--- src/rtl/cpx_fsl_pkg.sv ---
// Shared constants and types for the CPX return-path assembler.
package cpx_fsl_pkg;

  localparam int CPX_W       = 145;
  localparam int CPX_VLD_BIT = 144;
  localparam int FSL_W       = 32;
  localparam int CPX_WORDS   = 5;
  localparam int HDR_W       = CPX_W - 4 * FSL_W;  // 17 header bits carried by word0

  // Assembler control state
  typedef enum logic [0:0] {
    IDLE    = 1'b0,
    COLLECT = 1'b1
  } fsm_state_e;

  // CPX return-type field, packet bits [143:140]
  localparam logic [3:0] CPX_RTYPE_LOAD  = 4'h0;
  localparam logic [3:0] CPX_RTYPE_IFILL = 4'h1;
  localparam logic [3:0] CPX_RTYPE_INV   = 4'h3;
  localparam logic [3:0] CPX_RTYPE_STACK = 4'h4;
  localparam logic [3:0] CPX_RTYPE_INT   = 4'h7;
  localparam logic [3:0] CPX_RTYPE_FP    = 4'h8;

endpackage

--- src/rtl/fsl_cpx_assembler.sv ---
// Assembles 145-bit CPX packets from five 32-bit FSL words and pulses them
// onto the core's CPX input, keeping at least MIN_GAP idle cycles between
// packets. One packet can wait in a pending slot; while it waits, the final
// word of the next packet is left in the FSL FIFO.
module fsl_cpx_assembler
  import cpx_fsl_pkg::*;
#(
  parameter int MIN_GAP = 2,
  parameter int ERR_W   = 8
) (
  input  logic             rclk,
  input  logic             rst_l,
  input  logic [FSL_W-1:0] fsl_s_data,
  input  logic             fsl_s_control,
  input  logic             fsl_s_exists,
  output logic             fsl_s_read,
  output logic [CPX_W-1:0] cpx_spc_data_cx2,
  output logic [ERR_W-1:0] err_cnt
);

  localparam int GAP_W = (MIN_GAP > 0) ? $clog2(MIN_GAP + 1) : 1;
  localparam logic [GAP_W-1:0] GAP_LOAD = GAP_W'(MIN_GAP);

  fsm_state_e        state_reg, state_next;
  logic [2:0]        word_cnt_reg, word_cnt_next;
  logic [HDR_W-1:0]  hdr_reg, hdr_next;
  logic [3*FSL_W-1:0] body_reg, body_next;   // words 1..3, word1 in the top slice
  logic              pend_valid_reg, pend_valid_next;
  logic [CPX_W-1:0]  pend_reg, pend_next;
  logic [GAP_W-1:0]  gap_cnt_reg, gap_cnt_next;
  logic [CPX_W-1:0]  cpx_reg, cpx_next;
  logic [ERR_W-1:0]  err_reg, err_next;

  logic             accept;
  logic             pkt_done;
  logic             pkt_ok;
  logic             err_inc;
  logic             gap_zero;
  logic             emit_pend;
  logic             emit_direct;
  logic [CPX_W-1:0] pkt_asm;

  // Hold back the last word of a packet while the pending slot is occupied
  assign fsl_s_read = fsl_s_exists &&
                      !(state_reg == COLLECT && word_cnt_reg == 3'd4 && pend_valid_reg);
  assign accept     = fsl_s_exists && fsl_s_read;
  assign pkt_asm    = {hdr_reg, body_reg, fsl_s_data};

  // Framing: header/data sequencing, word placement and error detection
  always_comb begin
    state_next    = state_reg;
    word_cnt_next = word_cnt_reg;
    hdr_next      = hdr_reg;
    body_next     = body_reg;
    pkt_done      = 1'b0;
    err_inc       = 1'b0;
    if (accept) begin
      if (fsl_s_control) begin
        // A header always restarts assembly; mid-packet it abandons the partial one
        err_inc       = (state_reg == COLLECT);
        hdr_next      = fsl_s_data[HDR_W-1:0];
        word_cnt_next = 3'd1;
        state_next    = COLLECT;
      end else if (state_reg == IDLE) begin
        err_inc = 1'b1;
      end else if (word_cnt_reg == 3'd4) begin
        pkt_done      = 1'b1;
        err_inc       = !pkt_asm[CPX_VLD_BIT];
        word_cnt_next = 3'd0;
        state_next    = IDLE;
      end else begin
        case (word_cnt_reg)
          3'd1:    body_next[3*FSL_W-1:2*FSL_W] = fsl_s_data;
          3'd2:    body_next[2*FSL_W-1:FSL_W]   = fsl_s_data;
          default: body_next[FSL_W-1:0]         = fsl_s_data;
        endcase
        word_cnt_next = word_cnt_reg + 3'd1;
      end
    end
  end

  assign pkt_ok      = pkt_done && pkt_asm[CPX_VLD_BIT];
  assign gap_zero    = (gap_cnt_reg == '0);
  assign emit_pend   = pend_valid_reg && gap_zero;
  assign emit_direct = pkt_ok && !pend_valid_reg && gap_zero;

  // Output pulse, pending slot, gap spacing and saturating error count
  always_comb begin
    cpx_next        = '0;
    pend_next       = pend_reg;
    pend_valid_next = pend_valid_reg;
    gap_cnt_next    = gap_cnt_reg;
    err_next        = err_reg;
    if (emit_pend) begin
      cpx_next = pend_reg;
    end else if (emit_direct) begin
      cpx_next = pkt_asm;
    end
    // A packet that cannot go straight out takes the slot; pending drains first
    if (pkt_ok && !emit_direct) begin
      pend_next       = pkt_asm;
      pend_valid_next = 1'b1;
    end else if (emit_pend) begin
      pend_valid_next = 1'b0;
    end
    if (emit_pend || emit_direct) begin
      gap_cnt_next = GAP_LOAD;
    end else if (!gap_zero) begin
      gap_cnt_next = gap_cnt_reg - 1'b1;
    end
    if (err_inc && err_reg != '1) begin
      err_next = err_reg + 1'b1;
    end
  end

  // State registers; reset discards any partial or pending packet
  always_ff @(posedge rclk or negedge rst_l) begin
    if (!rst_l) begin
      state_reg      <= IDLE;
      word_cnt_reg   <= '0;
      hdr_reg        <= '0;
      body_reg       <= '0;
      pend_valid_reg <= 1'b0;
      pend_reg       <= '0;
      gap_cnt_reg    <= '0;
      cpx_reg        <= '0;
      err_reg        <= '0;
    end else begin
      state_reg      <= state_next;
      word_cnt_reg   <= word_cnt_next;
      hdr_reg        <= hdr_next;
      body_reg       <= body_next;
      pend_valid_reg <= pend_valid_next;
      pend_reg       <= pend_next;
      gap_cnt_reg    <= gap_cnt_next;
      cpx_reg        <= cpx_next;
      err_reg        <= err_next;
    end
  end

  assign cpx_spc_data_cx2 = cpx_reg;
  assign err_cnt          = err_reg;

endmodule

--- config.mk ---
export PLATFORM = sky130hd
export DESIGN_NAME = fsl_cpx_assembler
export DESIGN_NICKNAME = d
export VERILOG_FILES = /design/src/rtl/cpx_fsl_pkg.sv /design/src/rtl/fsl_cpx_assembler.sv
export SDC_FILE = /design/constraint.sdc
export NUM_CORES = 1
export LEC_CHECK = 0
export CAP_MARGIN = 20
export CORE_MARGIN = 2
export CORE_UTILIZATION = 50
export CTS_CLUSTER_SIZE = 16
export DETAILED_ROUTE_END_ITERATION = 12
export HOLD_SLACK_MARGIN = 0.02
export PLACE_DENSITY = 0.73
export SYNTH_ARGS = -nofsm -noshare
export SYNTH_HDL_FRONTEND = slang
export SYNTH_SLANG_ARGS = --single-unit
--- constraint.sdc ---
create_clock -name rclk -period 4.5 [get_ports rclk]
set_clock_uncertainty 0.2 [all_clocks]
set_input_delay 0.45 -clock rclk [delete_from_list [all_inputs] [get_ports rclk]]
set_output_delay 0.45 -clock rclk [all_outputs]
set_load 0.01 [all_outputs]
# Yosys cells after proc, flatten, opt, wreduce, memory -nomap -nowiden
# Index checks and enable logic that the tools add are counted.
# word_totals
reg_bits,418
input_bits,36
out_inout_bits,154
elab_cells,66
# op_classes
add_sub_neg,3
n_eq_ne,5
mux,20
bitwise,3
n_reduce_logical,24
# ops
operator,count
two-way mux 145 bit,2
AND reduction 5 bit,3
two-way mux 1 bit,13
logical AND 1 bit,10
two-way mux 3 bit,3
adder 8 x 1 -> 8 bit (second input constant),1
inequality test 8 bit (second input constant),1
logical NOT 1 bit,4
two-way mux 2 bit,2
AND reduction 2 bit,2
nonzero test 2 bit,2
adder 3 x 1 -> 3 bit (second input constant),1
equality test 3 x 1 -> 1 bit (second input constant),1
equality test 3 x 2 -> 1 bit (second input constant),1
equality test 3 bit (second input constant),1
inverter 1 bit,3
logical NOT 2 bit,1
inequality test 2 x 1 -> 1 bit (second input constant),1
OR reduction 2 bit,1
subtractor 2 x 1 -> 2 bit (second input constant),1
logical OR 1 bit,1

# Longest topological paths before layout
# Gate-level depths: netlist of the first run.
# depth
depth_word,13
mapped_depth,9
mapped_depth_nobuf,7

# Worst setup path after synthesis of the first run
# Ideal clock, no wire load.
# synth_path
kind,reg2reg
startpoint,reg word_cnt_reg[0]
endpoint,reg pend_reg[100]
setup_ns,0.125
arrival_ns,1.898
required_ns,4.175
path_slack_ns,2.277
stages_incl_launch_ff,10
path_buffers,2
synth_period_minus_slack_ns,2.223
cell_sequence,dfrtp_1 > inv_1 > ha_1 > nand2_2 > a211oi_2 > and3_4 > nand2_4 > buf_12 > buf_12 > mux2_4
# synth_via
elab_chain_len,12
word_cells_on_any_way,15
classes_between,eq/ne (1); mux (4); reduce/logical (10)
# synth_rtl
item,line,source
"start, declared",fsl_cpx_assembler.sv:25,"logic [2:0] word_cnt_reg, word_cnt_next;"
"start signal, assigned",fsl_cpx_assembler.sv:130,word_cnt_reg <= word_cnt_next;
equality test 3 bit *,"fsl_cpx_assembler.sv:45, fsl_cpx_assembler.sv:66",
logical AND 1 bit (2 in a row),fsl_cpx_assembler.sv:45,!(state_reg == COLLECT && word_cnt_reg == 3'd4 && pend_valid_reg);
logical NOT 1 bit,fsl_cpx_assembler.sv:45,
logical AND 1 bit,fsl_cpx_assembler.sv:44,assign fsl_s_read = fsl_s_exists &&
logical AND 1 bit,fsl_cpx_assembler.sv:46,assign accept = fsl_s_exists && fsl_s_read;
two-way mux 1 bit *,fsl_cpx_assembler.sv:57,if (accept) begin
logical AND 1 bit *,fsl_cpx_assembler.sv:82,assign pkt_ok = pkt_done && pkt_asm[CPX_VLD_BIT];
logical AND 1 bit (2 in a row),fsl_cpx_assembler.sv:85,assign emit_direct = pkt_ok && !pend_valid_reg && gap_zero;
logical NOT 1 bit,fsl_cpx_assembler.sv:100,if (pkt_ok && !emit_direct) begin
logical AND 1 bit *,fsl_cpx_assembler.sv:100,
"end signal, assigned",fsl_cpx_assembler.sv:134,pend_reg <= pend_next;
"end, declared",fsl_cpx_assembler.sv:29,"logic [CPX_W-1:0] pend_reg, pend_next;"
# Mark *: on every way between the ends. The rest lies on a longest branch, timed or not.
# A chain may end at the register's enable or synchronous reset.

# Worst setup path in the final report of the first run
# layout_path
startpoint,reg word_cnt_reg[0]
endpoint,reg pend_reg[89]
# The elaborated chain is that of the path after synthesis.

==> run summary, run 1 <==
OUTCOME
--------------------------------------------------------------------------------------------------
Run status                                                                               completed

SYNTH
--------------------------------------------------------------------------------------------------
Yosys warnings                                                                                   0
Library cells used by synthesis                                                                 40
Post-synthesis instance area                                                           0.0161 mm^2
Synthesized net count                                                                          998
Dominant register cell in the synthesized netlist                                     sky130_fd_sc_hd__dfrtp_1
Most common cell in the synthesized netlist                                           sky130_fd_sc_hd__dfrtp_1
Synthesized flop and latch total                                                               418
Post-synth ARST share                                                                         1.00
Area share of the largest cell type after synthesis                                          0.648
Synthesized area divided by synthesized cell count                                       16.9 um^2
Instance count of the mapped netlist                                                           956
Number of enable flip-flop cells after synthesis                                                 0
Cell type contributing the most total cell area after synthesis                       sky130_fd_sc_hd__dfrtp_1
Sequential cell area fraction in the yosys report                                            0.648
Cells taking the most area after synthesis                                            sky130_fd_sc_hd__dfrtp_1, sky130_fd_sc_hd__mux2_4, sky130_fd_sc_hd__mux2_2, sky130_fd_sc_hd__a22o_1, sky130_fd_sc_hd__buf_12
Leading post-synthesis cells by instance count                                        sky130_fd_sc_hd__dfrtp_1, sky130_fd_sc_hd__a22o_1, sky130_fd_sc_hd__mux2_4

TIMING
--------------------------------------------------------------------------------------------------
Final period utilization                                                                     0.691
Count of final max-slew check failures                                                           0
Total setup violations reported at the end of the flow                                           0
Slew at the pin closest to its max-slew limit                                              1.05 ns
Hold Violations, Final                                                                           0
Shortest period the worst path allows                                                      3.11 ns
Highest Clock Rate                                                                       0.322 GHz
Total Neg Setup Slack                                                                         0 ns
Worst-case hold slack                                                                     0.289 ns
Max-Slew Margin vs Limit                                                                     0.298
Unrepaired setup endpoints after global routing                                                 no

PWR
--------------------------------------------------------------------------------------------------
Leakage dissipation                                                                        9.57 nW
Internal Pwr Total                                                                       0.00751 W
Net switching power of the design                                                        0.00237 W
Fraction of power spent switching nets                                                       0.240
Part of the total power dissipated in the clock network                                      0.362
Flop pwr share                                                                               0.509
Max IR drop VDD                                                                           0.488 mV
Comb power frac                                                                              0.129
Power density of the placed cells                                                      503 mW/mm^2

PLACE
--------------------------------------------------------------------------------------------------
Final Wtd Congestion                                                                         0.746
Detailed placer's ending HPWL                                                            19,000 um
Buffers on Ports                                                                               189
Cell area after placement                                                              0.0182 mm^2

FLOORPLANNING
--------------------------------------------------------------------------------------------------
Die area                                                                               0.0337 mm^2
Effective utilization at floorplan                                                           0.510
Die Height                                                                                  184 um
Number of cell rows                                                                             65
Top-level port count                                                                           190
Floorplan die width                                                                         184 um
Core area                                                                              0.0316 mm^2

WORST SETUP PATH
--------------------------------------------------------------------------------------------------
Type of element capturing the critical path                                                   flop
Class of the most critical setup path                                                 flop to flop
Peak fanout along the critical path                                                             78
Arrival time reported for the critical path endpoint                                       3.31 ns
Required time at the worst-slack endpoint                                                  4.70 ns
Setup crit start kind                                                                         flop

GRT
--------------------------------------------------------------------------------------------------
Overall routing resource usage                                                               0.196
Vias in the first global route                                                               9,041
Congestion Overflow GR                                                                           0
Global-route wire length before repair                                                   52,000 um
Number of antenna violations at the first check in global routing                                0
Largest net degree at the start of global routing                                               94

HOLD PATH
--------------------------------------------------------------------------------------------------
Class of the tightest hold or removal check                                           flop to flop

CELLS AND AREA
--------------------------------------------------------------------------------------------------
Non-Filler Cell Area, Final                                                            0.0197 mm^2
Fraction of final layout cells with drive strength greater than 1                            0.296
NumNets Final                                                                                1,189
N_diodes                                                                                         0
Syn-to-layout area delta                                                                     21.9%

CTS
--------------------------------------------------------------------------------------------------
CTS max path bufs                                                                                3
Clock tree from TritonCTS                                                                     done
Clk sink count                                                                                 418
Clock Root Buffer                                                                     sky130_fd_sc_hd__clkbuf_16
Clock transition time at the flip-flop clock pins of the worst setup and hold paths        0.06 ns
Number of buffers inserted during clock tree synthesis                                          42
Post-CTS Resized                                                                                 0
H-tree level count                                                                               2
Clock Latency Late Sink                                                                    0.52 ns

ROUTING
--------------------------------------------------------------------------------------------------
Number of nets with antenna violations after detailed routing                                    0
Final WL                                                                                 32,200 um
Number of design-rule violations left by the first detailed-router iteration                   459
Number of vias per cell after detailed routing                                                5.50
First-pass iteration count of the detailed router                                                4
Wire per inst                                                                              20.4 um
Vias                                                                                         8,691
Drt drc                                                                                          0

RUN
--------------------------------------------------------------------------------------------------
Max-cap violations                                                                               0

final cells by class:
type | instances | area [um^2]
clock inverter | 18 | 253
sequential | 418 | 10500
fill | 2267 | 12000
multi-input combinational | 473 | 5180
tap | 402 | 503
timing repair buffer | 204 | 2060
clock buffer | 57 | 1180
inverter | 8 | 30.0
logic make-up (layout without fill, tap and decap cells):
family,Yosys count,count (layout),synth area share
buffers and inverters,65,287,0.0323
and+or+nand+nor,42,42,0.0145
muxes,260,260,0.213
adders and majority gates,6,6,0.00465
AOI/OAI and AO/OA,160,160,0.0843
xor gates and xnor gates,5,5,0.00271
DFF,418,418,0.648
worst max-delay path, cell delays in order (launching register included):
cell	delay, ns
sky130_fd_sc_hd__dfrtp_1	0.41
sky130_fd_sc_hd__inv_1	0.12
sky130_fd_sc_hd__ha_1	0.27
sky130_fd_sc_hd__nand2_2	0.12
sky130_fd_sc_hd__a211oi_2	0.28
sky130_fd_sc_hd__and3_4	0.27
sky130_fd_sc_hd__nand2_8	0.46
sky130_fd_sc_hd__buf_4	0.46
sky130_fd_sc_hd__mux2_4	0.32
layer usage:
| metal | vias to the layer above | GRT usage | routed length, um |
|---|---|---|---|
| li1 | 3867 | - | - |
| met1 | 4588 | 0.295 | 15100 |
| met2 | 202 | 0.302 | 15300 |
| met3 | 34 | 0.0359 | 1440 |
| met4 | 0 | 0.0400 | 379 |
| met5 | - | 0 | 0 |
cells in the final DEF, fill, tap and decap left out, types with 2 or more instances in the layout:
cell / synthesis / final
sky130_fd_sc_hd__dfrtp_1: 418 / 418
sky130_fd_sc_hd__clkdlybuf4s50_1: 0 / 188
sky130_fd_sc_hd__a22o_1: 144 / 144
sky130_fd_sc_hd__mux2_4: 138 / 138
sky130_fd_sc_hd__mux2_2: 121 / 121
sky130_fd_sc_hd__clkbuf_16: 0 / 43
sky130_fd_sc_hd__buf_4: 2 / 10
sky130_fd_sc_hd__clkbuf_1: 16 / 9
sky130_fd_sc_hd__inv_1: 8 / 8
sky130_fd_sc_hd__nor2_1: 8 / 8
sky130_fd_sc_hd__clkinv_2: 0 / 8
sky130_fd_sc_hd__o21ai_0: 7 / 7
sky130_fd_sc_hd__nand2_1: 8 / 6
sky130_fd_sc_hd__ha_1: 6 / 6
sky130_fd_sc_hd__bufinv_16: 0 / 6
sky130_fd_sc_hd__nand4_1: 5 / 5
sky130_fd_sc_hd__clkbuf_8: 0 / 5
sky130_fd_sc_hd__nand3_1: 4 / 4
sky130_fd_sc_hd__buf_12: 11 / 4
sky130_fd_sc_hd__nand2_2: 1 / 3
sky130_fd_sc_hd__nor2b_1: 3 / 3
sky130_fd_sc_hd__xnor2_1: 3 / 3
sky130_fd_sc_hd__a21o_1: 2 / 2
sky130_fd_sc_hd__a21oi_1: 2 / 2
sky130_fd_sc_hd__a31oi_1: 2 / 2
sky130_fd_sc_hd__xor2_1: 2 / 2
sky130_fd_sc_hd__and3_1: 2 / 2
sky130_fd_sc_hd__clkinvlp_4: 0 / 2
per-stage QoR:
stage	cells	total power, W	utilization	setup WS (ns)
6_report	1580	0.00989	0.622	1.39
2_1_floorplan	956	0.00590	-	2.28
5_1_grt	1580	0.0104	0.622	1.23
3_3_place_gp	1504	0.00627	0.576	1.34
3_5_place_dp	1504	0.00637	0.576	1.24
4_1_cts	1580	0.00999	0.622	1.39
timing repair:
action	4_1_cts	5_1_grt
hold buffers	1	0
setup buffers	0	0
hold endpoints to repair	83	0
setup endpoints to repair	0	0
path summary, 6_finish.rpt:
path | startpoint | slack, ns | cells after the start | to
min reg2reg | gap_cnt_reg[0] | 0.29 | 1 | gap_cnt_reg[0]
max | word_cnt_reg[0] | 1.39 | 8 | pend_reg[89]
min in group asynchronous | rst_l | 0.33 | 2 | cpx_spc_data_cx2[61]
max reg2reg | word_cnt_reg[0] | 1.39 | 8 | pend_reg[89]
max in group asynchronous | rst_l | 2.69 | 3 | body_reg[34]
min | gap_cnt_reg[0] | 0.29 | 1 | gap_cnt_reg[0]
power groups by stage:
| stage | sequential [W] | clock (W) | combinational (W) |
|---|---|---|---|
| floorplan | 0.00495 | 0 | 0.000950 |
| CTS | 0.00503 | 0.00366 | 0.00130 |
| global route | 0.00513 | 0.00384 | 0.00141 |
| global placement | 0.00504 | 0 | 0.00123 |
| detailed placement | 0.00509 | 0 | 0.00129 |
| finish | 0.00503 | 0.00358 | 0.00128 |
Power figures use the tool's default switching activity.
==> run 2: changes to the inputs <==
- PLACE_DENSITY: 0.73 -> 0.75
- clock period: 4.5 -> 2.6 ns (I/O delays scaled with it)
==> run 2 against run 1 <==
  * Global-route usage is 0.20 points higher
  * Register-to-register slack lost 1.2 ns
  * Via count grew 1.4%
  * Count of clock-buffer cells in the layout is 8 higher
  * Power rose by 74%
  * Critical endpoint is now fsl_s_read
  * Largest cell class unchanged
  * Critical path depth shrank 2
  * Sequential cell count is the same
  * Cell area rose by 1.5%
==> run summary, run 2 (synthesized netlist as in run 1, its figures left out) <==
OUTCOME
--------------------------------------------------------------------------------------------------
Run status                                                                               completed

WORST SETUP PATH
--------------------------------------------------------------------------------------------------
Reg2reg path depth                                                                               8
Dominant cell type by count on the critical path                                      sky130_fd_sc_hd__inv_1
Setup crit start kind                                                                         flop
Ordered cell list for the critical path                                               inv_1 -> ha_4 -> nand4_1 -> nand2_2 -> inv_1 -> clkdlybuf4s50_1
Worst path max stage delay                                                                 0.55 ns
Required time at the worst-slack endpoint                                                  2.14 ns
Reg2reg start                                                                         word_cnt_reg[0]
Peak fanout along the critical path                                                              5
Register-to-register setup slack                                                           0.21 ns
Last element of the critical path                                                       fsl_s_read
Capture instance of the worst register-to-register path                               pend_reg[32]
Critical path's slowest cell                                                          sky130_fd_sc_hd__clkdlybuf4s50_1
Crit. Startpoint                                                                      word_cnt_reg[0]
Class of the most critical setup path                                                 flop to primary output
Type of element capturing the critical path                                           primary output
Arrival time reported for the critical path endpoint                                       2.04 ns

CTS
--------------------------------------------------------------------------------------------------
Number of buffers inserted during clock tree synthesis                                          41
CTS max path bufs                                                                                3
Clock Latency Late Sink                                                                    0.53 ns
H-tree level count                                                                               2
Clock Root Buffer                                                                     sky130_fd_sc_hd__clkbuf_16
Clock transition time at the flip-flop clock pins of the worst setup and hold paths        0.06 ns
Clk sink count                                                                                 418
Clock tree from TritonCTS                                                                     done

FLOORPLANNING
--------------------------------------------------------------------------------------------------
Effective utilization at floorplan                                                           0.510
Core area                                                                              0.0316 mm^2
Die area                                                                               0.0337 mm^2
Top-level port count                                                                           190
Die Height                                                                                  184 um
Number of cell rows                                                                             65
Floorplan die width                                                                         184 um

CELLS AND AREA
--------------------------------------------------------------------------------------------------
Commonest non-fill, non-tap cell in the layout                                        sky130_fd_sc_hd__dfrtp_1
N_diodes                                                                                         0
NumNets Final                                                                                1,204
Syn-to-layout area delta                                                                     23.7%
Core utilization of the finished layout                                                      0.631
Most used cells in the layout excluding fill and tap cells                            sky130_fd_sc_hd__dfrtp_1, sky130_fd_sc_hd__clkdlybuf4s50_1, sky130_fd_sc_hd__a22o_1
Post-layout instance count excluding filler cells                                            1,596
Fraction of final layout cells with drive strength greater than 1                            0.304

TIMING
--------------------------------------------------------------------------------------------------
Hold Violations, Final                                                                           0
Total Neg Setup Slack                                                                         0 ns
Total setup violations reported at the end of the flow                                           0
Crit path setup slack, layout                                                            0.0992 ns
Unrepaired setup endpoints after global routing                                                 no
Slew at the pin closest to its max-slew limit                                             0.515 ns
Max-Slew Margin vs Limit                                                                     0.657
Final period utilization                                                                     0.962
Highest Clock Rate                                                                       0.400 GHz
Count of final max-slew check failures                                                           0
Shortest period the worst path allows                                                      2.50 ns

HOLD PATH
--------------------------------------------------------------------------------------------------
Class of the tightest hold or removal check                                           input port to asynchronous set/reset pin

ROUTING
--------------------------------------------------------------------------------------------------
Number of vias per cell after detailed routing                                                5.52
Number of design-rule violations left by the first detailed-router iteration                   517
First-pass iteration count of the detailed router                                                4
Drt drc                                                                                          0
Final WL                                                                                 32,900 um
Wire per inst                                                                              20.6 um
Vias                                                                                         8,815
Number of nets with antenna violations after detailed routing                                    0

PLACE
--------------------------------------------------------------------------------------------------
Detailed placer's ending HPWL                                                            19,900 um
Post-Place Setup Slack                                                                    0.174 ns
Cells after DPL                                                                              1,518
Final Wtd Congestion                                                                         0.797
Buffers on Ports                                                                               189

GRT
--------------------------------------------------------------------------------------------------
Congestion Overflow GR                                                                           0
Overall routing resource usage                                                               0.198
Number of antenna violations at the first check in global routing                                0
Global-route wire length before repair                                                   52,600 um
Vias in the first global route                                                               9,227
Largest net degree at the start of global routing                                               77

PWR
--------------------------------------------------------------------------------------------------
Power density of the placed cells                                                      862 mW/mm^2
Max IR drop VDD                                                                           0.594 mV
Leakage dissipation                                                                        9.71 nW

RUN
--------------------------------------------------------------------------------------------------
Max-cap violations                                                                               0

==> run 2: critical path, delay by kind of cell (launching register included) <==
| family | cells | cell delay (ns) |
|---|---|---|
| adders and majority gates | 1 | 0.19 |
| buffers and inverters | 3 | 0.76 |
| DFF | 1 | 0.40 |
| and+or+nand+nor | 2 | 0.17 |
==> run 2: power by group <==
part | internal (W) | leakage [nW] | total (W) | switching, W
combinational | 0.00147 | 3.43 | 0.00225 | 0.000786
sequential | 0.00779 | 5.57 | 0.00871 | 0.000918
clock | 0.00379 | 0.704 | 0.00624 | 0.00245
==> run 2: layout make-up <==
class,instances,area [um^2]
multi-input cells,473,5190
fillers,2235,11700
flip-flops and latches,418,10500
repair buffers,220,2330
clock inverters,10,205
well taps,402,503
clock buffers,65,1240
inverters,8,30.0
==> run 2: metal layers <==
metal  share of wire  vias up  global-route usage
li1                -     3881                   -
met1            0.47     4679               0.289
met2            0.47      199               0.313
met3           0.045       56              0.0345
met4           0.019        0              0.0461
met5               0        -                   0
==> run 2: timing repair <==
action | CTS | global route
endpoints found under the hold margin | 387 | 0
hold buffers | 1 | 0
gates resized for setup | 2 | 1
pin swaps | 1 | 0
setup buffers | 1 | 1
setup endpoints to repair | 1 | 1
==> run 2: how the worst min path moves through the flow <==
| stage | endpoint | slack [ns] | cells past startpoint |
|---|---|---|---|
| after global routing | body_reg[32] | 0.11 | 2 |
| after CTS | pend_reg[64] | 0.08 | 2 |
| after global placement | pend_reg[64] | 0.04 | 1 |
| after floorplan | body_reg[0] | -0.24 | 0 |
| final | body_reg[32] | 0.07 | 2 |
| after detailed placement | body_reg[32] | 0.04 | 1 |
==> run 2: metrics by stage <==
step                      total power, W  cell area [um^2]  hold slack (ns)
after CTS                         0.0173             19900           0.0766
after global placement            0.0109             18500           0.0403
after floorplan                   0.0102             16100           -0.236
after global routing              0.0180             20000            0.105
final                             0.0172             20000           0.0718
after detailed placement          0.0111             18500           0.0389
==> run 3: changes to the inputs <==
- CORE_ASPECT_RATIO: unset -> 1.1
==> run 3 against run 2 <==
  * First-iteration DRC count is 0.58% higher
  * Largest power group unchanged
  * Largest cell class unchanged
  * Count of clock-buffer cells in the layout decreased by 1
  * Wire length rose by 0.56%
  * Setup slack better by 0.020 ns
  * Sequential share of layout area is essentially flat
  * Highest routed layer unchanged
  * Via count down 0.81%
  * Global-route usage rose by 0.27 points
  * Worst hold slack gained 0.00059 ns
  * Clock power shrank 6.4%
  * Critical path depth stayed put
  * Fmax grew 0.81%
  * Critical endpoint unchanged
==> run summary, run 3 (synthesized netlist as in run 1, its figures left out) <==
OUTCOME
--------------------------------------------------------------------------------------------------
Run status                                                                               completed

WORST SETUP PATH
--------------------------------------------------------------------------------------------------
Reg2reg start                                                                         word_cnt_reg[0]
Type of element capturing the critical path                                           primary output
Setup crit start kind                                                                         flop
Arrival time reported for the critical path endpoint                                       2.02 ns
Critical path's slowest cell                                                          sky130_fd_sc_hd__clkdlybuf4s50_1
Buffer and inverter count on the worst path                                                      3
Required time at the worst-slack endpoint                                                  2.14 ns
Dominant cell type by count on the critical path                                      sky130_fd_sc_hd__inv_1
Capture instance of the worst register-to-register path                               pend_reg[91]
Register-to-register setup slack                                                           0.14 ns
Cell family with most CP delay                                                        buffers and inverters
Class of the most critical setup path                                                 flop to primary output
Ordered cell list for the critical path                                               inv_1 -> ha_4 -> nand4_1 -> nand2_2 -> inv_1 -> clkdlybuf4s50_1
Worst path max stage delay                                                                 0.55 ns
Peak fanout along the critical path                                                              5
Reg2reg path depth                                                                               8

PLACE
--------------------------------------------------------------------------------------------------
Cell area after placement                                                              0.0186 mm^2
Detailed placer's ending HPWL                                                            20,000 um
Final Wtd Congestion                                                                         0.786
Buffers on Ports                                                                               189
Post-Place Setup Slack                                                                   0.0878 ns

GRT
--------------------------------------------------------------------------------------------------
Busiest grt layer                                                                             met2
GRT met2 Usage                                                                               0.324
Met1 Track Usage GR                                                                          0.286
Vias in the first global route                                                               9,148
Overall routing resource usage                                                               0.201
Largest net degree at the start of global routing                                               85
Congestion Overflow GR                                                                           0
Number of antenna violations at the first check in global routing                                0
GR Util met3                                                                                0.0296
Global-route wire length before repair                                                   52,700 um

TIMING
--------------------------------------------------------------------------------------------------
Hold Violations, Final                                                                           0
Crit path setup slack, layout                                                             0.119 ns
Slew at the pin closest to its max-slew limit                                             0.509 ns
Final period utilization                                                                     0.954
Highest Clock Rate                                                                       0.403 GHz
Unrepaired setup endpoints after global routing                                                 no
Count of final max-slew check failures                                                           0
Total Neg Setup Slack                                                                         0 ns
Shortest period the worst path allows                                                      2.48 ns
Total setup violations reported at the end of the flow                                           0
Max-Slew Margin vs Limit                                                                     0.660

HOLD PATH
--------------------------------------------------------------------------------------------------
Class of the tightest hold or removal check                                           input port to asynchronous set/reset pin

PWR
--------------------------------------------------------------------------------------------------
Leakage dissipation                                                                        9.69 nW
Power density of the placed cells                                                      844 mW/mm^2
Max IR drop VDD                                                                           0.601 mV
Power, Total                                                                              0.0168 W

ROUTING
--------------------------------------------------------------------------------------------------
Wire per inst                                                                              20.5 um
Drt drc                                                                                          0
Final WL                                                                                 33,100 um
First-pass iteration count of the detailed router                                                5
Number of vias per cell after detailed routing                                                5.40
Vias                                                                                         8,744
Number of design-rule violations left by the first detailed-router iteration                   520
Number of nets with antenna violations after detailed routing                                    0

CTS
--------------------------------------------------------------------------------------------------
Clock transition time at the flip-flop clock pins of the worst setup and hold paths        0.06 ns
Number of buffers inserted during clock tree synthesis                                          41
H-tree level count                                                                               2
Clock tree from TritonCTS                                                                     done
CTS max path bufs                                                                                3
Clock Root Buffer                                                                     sky130_fd_sc_hd__clkbuf_16
Clk sink count                                                                                 418
Clock Latency Late Sink                                                                    0.53 ns

CELLS AND AREA
--------------------------------------------------------------------------------------------------
Fraction of final layout cells with drive strength greater than 1                            0.306
Non-Filler Cell Area, Final                                                            0.0199 mm^2
Fill cells                                                                                   2,314
NumNets Final                                                                                1,205
Most used cells in the layout excluding fill and tap cells                            sky130_fd_sc_hd__dfrtp_1, sky130_fd_sc_hd__clkdlybuf4s50_1, sky130_fd_sc_hd__a22o_1
N_diodes                                                                                         0
Syn-to-layout area delta                                                                     23.6%
Commonest non-fill, non-tap cell in the layout                                        sky130_fd_sc_hd__dfrtp_1

FLOORPLANNING
--------------------------------------------------------------------------------------------------
Top-level port count                                                                           190
Floorplan die width                                                                         175 um
Effective utilization at floorplan                                                           0.504
Core area                                                                              0.0320 mm^2
Die Height                                                                                  192 um
Number of cell rows                                                                             69
Die area                                                                               0.0337 mm^2

RUN
--------------------------------------------------------------------------------------------------
Max-cap violations                                                                               0

run 3: cell types whose count changed in the layout (fill, tap and decap cells not counted), sizes merged:
cell	previous run	this run
buf	31	32
clkbuf	65	64
clkinvlp	0	1
clkinv	4	6
bufinv	5	1
run 3: worst max path at each step:
stage	endpoint	cells after the start	from
2_1_floorplan	pend_reg[100]	9	word_cnt_reg[0]
3_3_place_gp	pend_reg[27]	7	fsl_s_exists
3_5_place_dp	pend_reg[91]	8	word_cnt_reg[1]
4_1_cts	fsl_s_read	6	word_cnt_reg[1]
5_1_grt	fsl_s_read	6	word_cnt_reg[0]
6_report	fsl_s_read	6	word_cnt_reg[0]
run 3: power by group:
part	switching (W)	leakage, nW	internal (W)
Combinational	0.000801	3.46	0.00147
Sequential	0.000934	5.57	0.00779
Clock	0.00240	0.663	0.00344
Total	0.00414	9.69	0.0127
run 3: through the flow:
step,instances,utilization,hold slack [ns]
detailed placement,1544,0.580,0.0431
floorplan,956,-,-0.236
global placement,1544,0.580,0.0398
finish,1619,0.623,0.0724
CTS,1619,0.622,0.0726
global route,1619,0.623,0.109
run 3: per-layer routing:
layer	wire length, um	vias up
met5	0	-
met4	675	0
met1	15100	4614
met2	16200	188
li1	-	3893
met3	1140	49
run 3: layout make-up:
class                           count  area [um^2]  share of cell area
Clock buffer                       64         1260              0.0634
Clock inverter                      9         76.3             0.00383
Inverter                            8         30.0             0.00151
Multi-Input combinational cell    473         5190               0.260
Sequential cell                   418        10500               0.524
Tap cell                          426          533              0.0267
Timing Repair Buffer              221         2390               0.120
run 3: what timing repair did:
| item | in CTS | in global routing |
|---|---|---|
| pin swaps | 1 | 0 |
| hold endpoints to repair | 418 | 0 |
| setup endpoints to repair | 1 | 1 |
| setup buffers | 1 | 0 |
| hold buffers | 1 | 0 |
| gates resized for setup | 2 | 1 |
